==> src/rtl/pgm_video_pkg.sv <==
// Shared PGM video-path types and widths used by the graphics fetchers and the DDRAM arbiter.
package pgm_video_pkg;

    localparam int unsigned GFX_ADDR_W = 29;
    localparam int unsigned GFX_DATA_W = 64;

    typedef enum logic [1:0] {
        IDLE  = 2'd0,
        ISSUE = 2'd1,
        WAIT  = 2'd2
    } arb_state_t;

    typedef enum logic {
        OWN_SPR  = 1'b0,
        OWN_TILE = 1'b1
    } owner_t;

endpackage

==> src/rtl/pgm_gfx_ddram_arbiter.sv <==
// Shares the DDRAM graphics read port between the sprite and tile fetchers:
// sprite priority with a starvation guard, one outstanding read at a time.
module pgm_gfx_ddram_arbiter
    import pgm_video_pkg::*;
#(
    parameter int unsigned ADDR_W       = GFX_ADDR_W,
    parameter int unsigned DATA_W       = GFX_DATA_W,
    parameter int unsigned STARVE_LIMIT = 4,
    parameter int unsigned TIMEOUT      = 255
) (
    input  logic              clk,
    input  logic              reset,

    input  logic              spr_req,
    input  logic [ADDR_W-1:0] spr_addr,
    output logic              spr_ack,
    output logic              spr_valid,

    input  logic              tile_req,
    input  logic [ADDR_W-1:0] tile_addr,
    output logic              tile_ack,
    output logic              tile_valid,

    output logic [DATA_W-1:0] rdata,
    output logic              rerr,

    output logic              ddram_rd,
    output logic [ADDR_W-1:0] ddram_addr,
    input  logic [DATA_W-1:0] ddram_dout,
    input  logic              ddram_busy,
    input  logic              ddram_dout_ready,

    output logic              arb_busy,
    output logic              arb_owner
);

    localparam int unsigned SC_W = $clog2(STARVE_LIMIT + 1);
    localparam int unsigned TO_W = 8;

    arb_state_t        state;
    owner_t            owner_q;
    owner_t            grant_c;
    logic [SC_W-1:0]   starve_cnt;
    logic [TO_W-1:0]   to_cnt;

    // Sprite wins unless it is idle or the tile side has waited out its quota.
    function automatic owner_t pick_owner(input logic s_req, input logic t_req,
                                          input logic [SC_W-1:0] cnt);
        if (t_req && (!s_req || cnt == SC_W'(STARVE_LIMIT))) begin
            return OWN_TILE;
        end
        return OWN_SPR;
    endfunction

    always_comb begin
        grant_c = pick_owner(spr_req, tile_req, starve_cnt);
    end

    assign arb_owner = (owner_q == OWN_TILE);

    always_ff @(posedge clk or posedge reset) begin
        if (reset) begin
            state      <= IDLE;
            owner_q    <= OWN_SPR;
            starve_cnt <= '0;
            to_cnt     <= '0;
            spr_ack    <= 1'b0;
            spr_valid  <= 1'b0;
            tile_ack   <= 1'b0;
            tile_valid <= 1'b0;
            rdata      <= '0;
            rerr       <= 1'b0;
            ddram_rd   <= 1'b0;
            ddram_addr <= '0;
            arb_busy   <= 1'b0;
        end else begin
            spr_ack    <= 1'b0;
            spr_valid  <= 1'b0;
            tile_ack   <= 1'b0;
            tile_valid <= 1'b0;
            rerr       <= 1'b0;

            case (state)
                IDLE: begin
                    if (!tile_req) begin
                        starve_cnt <= '0;
                    end
                    if (spr_req || tile_req) begin
                        owner_q    <= grant_c;
                        ddram_addr <= (grant_c == OWN_TILE) ? tile_addr : spr_addr;
                        ddram_rd   <= 1'b1;
                        arb_busy   <= 1'b1;
                        state      <= ISSUE;
                        // Count sprite wins only while a tile request is being passed over.
                        if (grant_c == OWN_TILE) begin
                            starve_cnt <= '0;
                        end else if (tile_req && starve_cnt != SC_W'(STARVE_LIMIT)) begin
                            starve_cnt <= starve_cnt + SC_W'(1);
                        end
                    end
                end

                ISSUE: begin
                    if (!ddram_busy) begin
                        ddram_rd <= 1'b0;
                        to_cnt   <= '0;
                        state    <= WAIT;
                        if (owner_q == OWN_TILE) begin
                            tile_ack <= 1'b1;
                        end else begin
                            spr_ack <= 1'b1;
                        end
                    end
                end

                WAIT: begin
                    if (ddram_dout_ready || to_cnt == TO_W'(TIMEOUT - 1)) begin
                        rdata    <= ddram_dout_ready ? ddram_dout : '0;
                        rerr     <= !ddram_dout_ready;
                        arb_busy <= 1'b0;
                        state    <= IDLE;
                        if (owner_q == OWN_TILE) begin
                            tile_valid <= 1'b1;
                        end else begin
                            spr_valid <= 1'b1;
                        end
                    end
                    to_cnt <= to_cnt + TO_W'(1);
                end

                default: begin
                    state <= IDLE;
                end
            endcase
        end
    end

endmodule

==> config.mk <==
export PLATFORM = sky130hd
export DESIGN_NAME = pgm_gfx_ddram_arbiter
export DESIGN_NICKNAME = d
export VERILOG_FILES = /design/src/rtl/pgm_video_pkg.sv /design/src/rtl/pgm_gfx_ddram_arbiter.sv
export SDC_FILE = /design/constraint.sdc
export NUM_CORES = 1
export LEC_CHECK = 0
export ABC_AREA = 1
export CORE_ASPECT_RATIO = 0.8
export CORE_UTILIZATION = 30
export CTS_CLUSTER_SIZE = 10
export DETAILED_ROUTE_END_ITERATION = 7
export PLACE_DENSITY = 0.64
export SETUP_SLACK_MARGIN = 0.05
export SLEW_MARGIN = 30
export SYNTH_ARGS = -nofsm -noshare
export SYNTH_HDL_FRONTEND = slang
export SYNTH_SLANG_ARGS = --single-unit
==> constraint.sdc <==
create_clock -name clk -period 3.7 [get_ports clk]
set_input_delay 0.74 -clock clk [delete_from_list [all_inputs] [get_ports clk]]
set_output_delay 0.74 -clock clk [all_outputs]
set_load 0.005 [all_outputs]
* Word-level counts from Yosys, hierarchy flattened
Index checks and enable logic that the tools add are counted.
Storage, ports and cells: register bits 114, input bits 128
Cells by class: add/sub/neg operators 2, eq/ne operators 8, multiplexer cells 32, reduce and logical (&&, ||, !) cells 17
Operator list (number):
- 64-bit 2-to-1 mux | 1
- 29-bit 2-to-1 mux | 1
- 1-bit 2-to-1 mux | 18
- 8-bit one-hot mux with 2 select lines | 1
- 3-bit 2-to-1 mux | 4
- 3-bit AND reduction | 3
- 8-bit by 1-bit adder with 8-bit output (second input constant) | 1
- 8-bit equality test (second input constant) | 1
- 8-bit 2-to-1 mux | 1
- 2-bit 2-to-1 mux | 3
- 2-bit inequality test (second input constant) | 3
- 2-bit one-hot mux with 3 select lines | 1
- 2-bit AND reduction | 3
- 2-bit nonzero test | 3
- 1-bit one-hot mux with 2 select lines | 2
- 3-bit by 1-bit adder with 3-bit output (second input constant) | 1
- 3-bit equality test (second input constant) | 1
- 1-bit logical OR | 3
- 3-bit inequality test (second input constant) | 1
- 2-bit by 1-bit equality test with 1-bit output (second input constant) | 1
- 2-bit equality test (second input constant) | 1
- 1-bit logical AND | 2
- 1-bit zero test | 2
- 2-bit zero test | 1

* Longest topological paths before layout
word-level depth 7, depth in mapped cells 11, gate-level depth less buffers 9

* Worst setup path before layout
No wires, ideal clock.
path type input-to-reg, from input ddram_dout_ready, to register rdata[0], arrival 1.449 ns, required time 3.634 ns, setup slack 2.184 ns, stages 4, cells stage by stage clkbuf_1 clkbuf_1 nand3_1 nand2_1
Between the ends: word-level cells in the longest chain between the ends 2, elaborated cells between the ends (all ways) 3, those cells by class 1 x mux; 2 x reduce/logical
RTL lines:
- from (decl) | RTL line pgm_gfx_ddram_arbiter.sv:31 | input logic ddram_dout_ready,
- 1-bit logical OR | RTL line pgm_gfx_ddram_arbiter.sv:117 | if (ddram_dout_ready || to_cnt == TO_W'(TIMEOUT - 1)) begin
- 2-bit AND reduction (no source line)
- to (signal assigned) | RTL line pgm_gfx_ddram_arbiter.sv:118 | rdata <= ddram_dout_ready ? ddram_dout : '0;
- to (decl) | RTL line pgm_gfx_ddram_arbiter.sv:24 | output logic [DATA_W-1:0] rdata,
Several ways; a longest one is shown, not always the timed one. A chain may end at the register's enable or synchronous reset.

* Worst setup path after layout
from input tile_req, to register ddram_addr[4]
Between the ends: word-level cells in the longest chain between the ends 4, elaborated cells between the ends (all ways) 6, those cells by class 3 x mux; 3 x reduce/logical
RTL lines:
- from (decl) | RTL line pgm_gfx_ddram_arbiter.sv:19 | input logic tile_req,
- 1-bit logical AND | RTL line pgm_gfx_ddram_arbiter.sv:49 | if (t_req && (!s_req || cnt == SC_W'(STARVE_LIMIT))) begin
- 1-bit 2-to-1 mux | RTL line pgm_gfx_ddram_arbiter.sv:49
- 1-bit 2-to-1 mux | RTL line pgm_gfx_ddram_arbiter.sv:52 | return OWN_SPR;
- 29-bit 2-to-1 mux | RTL line pgm_gfx_ddram_arbiter.sv:90 | ddram_addr <= (grant_c == OWN_TILE) ? tile_addr : spr_addr;
- to (signal assigned) | RTL line pgm_gfx_ddram_arbiter.sv:90
- to (decl) | RTL line pgm_gfx_ddram_arbiter.sv:28 | output logic [ADDR_W-1:0] ddram_addr,
Several ways; a longest one is shown, not always the timed one.

==> flow_metrics.env <==
export IMPL_final_seq_area_um2=2850
export IMPL_antenna_cells=0
export IMPL_clk_pin_slew_ps=50
export IMPL_vias=4701
export IMPL_setup_viol=0
export IMPL_multi_input_area_um2=1850
export IMPL_leakagePower_nw=3.66
export IMPL_slew_headroom=0.341
export IMPL_grt_busiest_layer="met2"
export IMPL_syn2layout_area_growth_pct=62.3
export IMPL_drcViolationCount=0
export IMPL_grt_pass1_wl_mm=24.3
export IMPL_synth_area_per_cell_um2=8.86
export IMPL_clock_skew_ps=12.4
export IMPL_regToRegEndpoint="ddram_addr[4]$_DFFE_PP0P_"
export IMPL_arrival_ps=2710
export IMPL_mostFrequentLayoutCells="clkdlybuf4s50_1 (227), nand2_1 (178), nand3_1 (131)"
export IMPL_rsz0062_at_grt="false"
export IMPL_vdd_ir_drop_max_uv=340
export IMPL_n_fill_cell=1453
export IMPL_io_buffers=228
export IMPL_final_common_cell="clkdlybuf4s50_1"
export IMPL_place_inst=972
export IMPL_ctsResizeCount=0
export IMPL_antenna_left=0
export IMPL_critPathRequiredTime_ps=4040
export IMPL_layout_nets=908
export IMPL_wirelength_mm=14.9
export IMPL_postCtsSetupRepairBufs=0
export IMPL_worst_pin_slew_ps=988
export IMPL_clock_path_buffers=2
export IMPL_status="finished clean"
export IMPL_timing_hold_violations_final=0
export IMPL_die_h_um=117
export IMPL_path_delay_family="buffers and inverters"
export IMPL_dpl_hpwl_mm=10.1
export IMPL_first_iter_violations=237
export IMPL_synth_area_leaders="dfrtp_1 (58%), nand2_1 (14%), nand3_1 (13%)"
export IMPL_overflow=0
export IMPL_r2r_start="state[1]$_DFFE_PP0P_"
export IMPL_holdPathStages=2
export IMPL_critical_path_max_stage_delay_ps=760
export IMPL_maxSlewViolCount=0
export IMPL_cts_root_buf="clkbuf_16"
export IMPL_synth_seq_area_share=0.580
export IMPL_start_util=0.309
export IMPL_end_kind="register"
export IMPL_cts_sinks=114
export IMPL_hold_end="rdata[35]$_DFFE_PP0P_"
export IMPL_ff2ff_setup_slack_ps=1590
export IMPL_antenna_found_initial=0
export IMPL_path_common_cell="nand3_1"
export IMPL_cp_slowest_cell="inv_1"
export IMPL_grt_max_degree=71
export IMPL_yosysTopAreaCellShare=0.580
export IMPL_critPathBufInv=3
export IMPL_yosys_area_top_type="dfrtp_1"
export IMPL_dr_pass1_iters=5
export IMPL_grt_pass1_vias=4658
export IMPL_ys_warnings_count=0
export IMPL_cts_tree="built"
export IMPL_grtUsageMet2=0.277
export IMPL_hold_buffers=0
export IMPL_ios=229
export IMPL_cts_htree_levels=4
export IMPL_cts_buffers=17
export IMPL_rows=41
export IMPL_netlist_area_um2=4920
export IMPL_routabilityCongestion=0.862
export IMPL_hp_class="reg2reg"
export IMPL_vias_per_cell=4.68
export IMPL_clk_latency_ps=420
export IMPL_routedWlPerCell_um=14.9
export IMPL_p_per_area_nw_per_um2=763
export IMPL_met3_usage=0.0730
export IMPL_cp_max_fo=33
export IMPL_r2r_cells=6
export IMPL_cp_cell_sequence="clkdlybuf4s50_1, o21ai_2, buf_4, inv_1, nand3_1, nand3_1"
export IMPL_ys_types=22
export IMPL_syn_nets=687
export IMPL_die_area_um2=16900
export IMPL_min_from="rdata[35]$_DFFE_PP0P_"
export IMPL_synthCells=555
export IMPL_clock_fmax_ghz=0.423
export IMPL_maxCapViolCount=0
export IMPL_cp_start_kind="input pin"
export IMPL_critPathKind="in2reg"
export IMPL_use_met1=0.242
export IMPL_die_w_um=145
export IMPL_period_share=0.639
export IMPL_fin_crit_ps=2370
export IMPL_ys_ff_latch=114
export IMPL_design_core_area_um2=15900
export IMPL_final_cells=1004
export IMPL_drive_gt1_frac=0.112
export IMPL_grt_total_usage=0.185
export IMPL_tns_ps=0
-- sequential cells by signal, indices dropped and copies added (netlist names) --
name	cells
rdata	64
ddram_addr	29
to_cnt	8
starve_cnt	3
state	2
arb_busy	1
arb_owner	1
ddram_rd	1
rerr	1
spr_ack	1
spr_valid	1
tile_ack	1
tile_valid	1
-- metal layers --
layer | wire [um] | share of wire
met5 | 0 | 0
met4 | 216 | 0.014
met3 | 1630 | 0.11
met2 | 6390 | 0.43
met1 | 6680 | 0.45
-- where the power goes --
part           internal, mW  switching, mW  leakage [nW]
clock                  1.11          0.570         0.293
combinational          1.28           1.01          1.92
sequential             1.78          0.349          1.44
total                  4.17           1.93          3.66
-- worst max path at each step --
stage / to / cells past startpoint / start
final: ddram_addr[4]$_DFFE_PP0P_ / 6 / tile_req
after global routing: ddram_addr[15]$_DFFE_PP0P_ / 6 / tile_req
after CTS: ddram_addr[4]$_DFFE_PP0P_ / 6 / tile_req
after detailed placement: ddram_addr[4]$_DFFE_PP0P_ / 6 / tile_req
after global placement: ddram_addr[5]$_DFFE_PP0P_ / 6 / tile_req
after floorplan: arb_busy$_DFFE_PP0P_ / 1 / reset
-- through the flow --
stage	area, um2	hold WS [ps]	utilization	setup WS [ps]	power [mW]
6_report	7980	466	0.502	1330	6.09
5_1_grt	7980	486	0.502	1170	6.52
4_1_cts	7970	472	0.501	1350	6.17
3_5_place_dp	7370	458	0.463	897	4.44
3_3_place_gp	7370	452	0.463	1010	4.38
2_1_floorplan	4920	465	-	1570	3.05
-- logic make-up (layout without fill, tap and decap cells) --
kind of cell             count (synthesis)  in the layout  share of synthesized area
adder cells (fa/ha/maj)                  4              4                     0.0102
XOR/XNOR                                 1              1                    0.00178
flip-flops                             114            114                      0.580
AND/OR/NAND/NOR                        372            372                      0.344
AO/OA/AOI/OAI                           15             15                     0.0168
buffers and inverters                   49            283                     0.0478
-- synth_stat cells --
master / count
buf_1: 3
nor2_1: 12
nand3_1: 131
ha_1: 4
dfrtp_1: 114
xnor2_1: 1
clkbuf_1: 14
nor3_1: 2
buf_6: 5
buf_2: 11
o22ai_1: 1
nand2_2: 45
nand4_1: 2
o21ai_0: 9
nor2_4: 1
nand2_1: 178
nor2_2: 1
o21bai_1: 1
o21ai_2: 1
inv_1: 15
a21oi_1: 3
inv_2: 1
-- cell type report --
type | count | area share
inverters | 16 | 0.00799
multi-input cells | 392 | 0.232
flip-flops and latches | 114 | 0.357
clock buffers | 23 | 0.0599
well taps | 215 | 0.0337
clock inverters | 9 | 0.0161
repair buffers | 235 | 0.293
-- worst min-delay path, stage by stage, from the launching register on --
cell and delay, ps:
dfrtp_1 340, nand2_1 50, nand2_1 40
No activity file was read; power rests on OpenSTA's default activity.
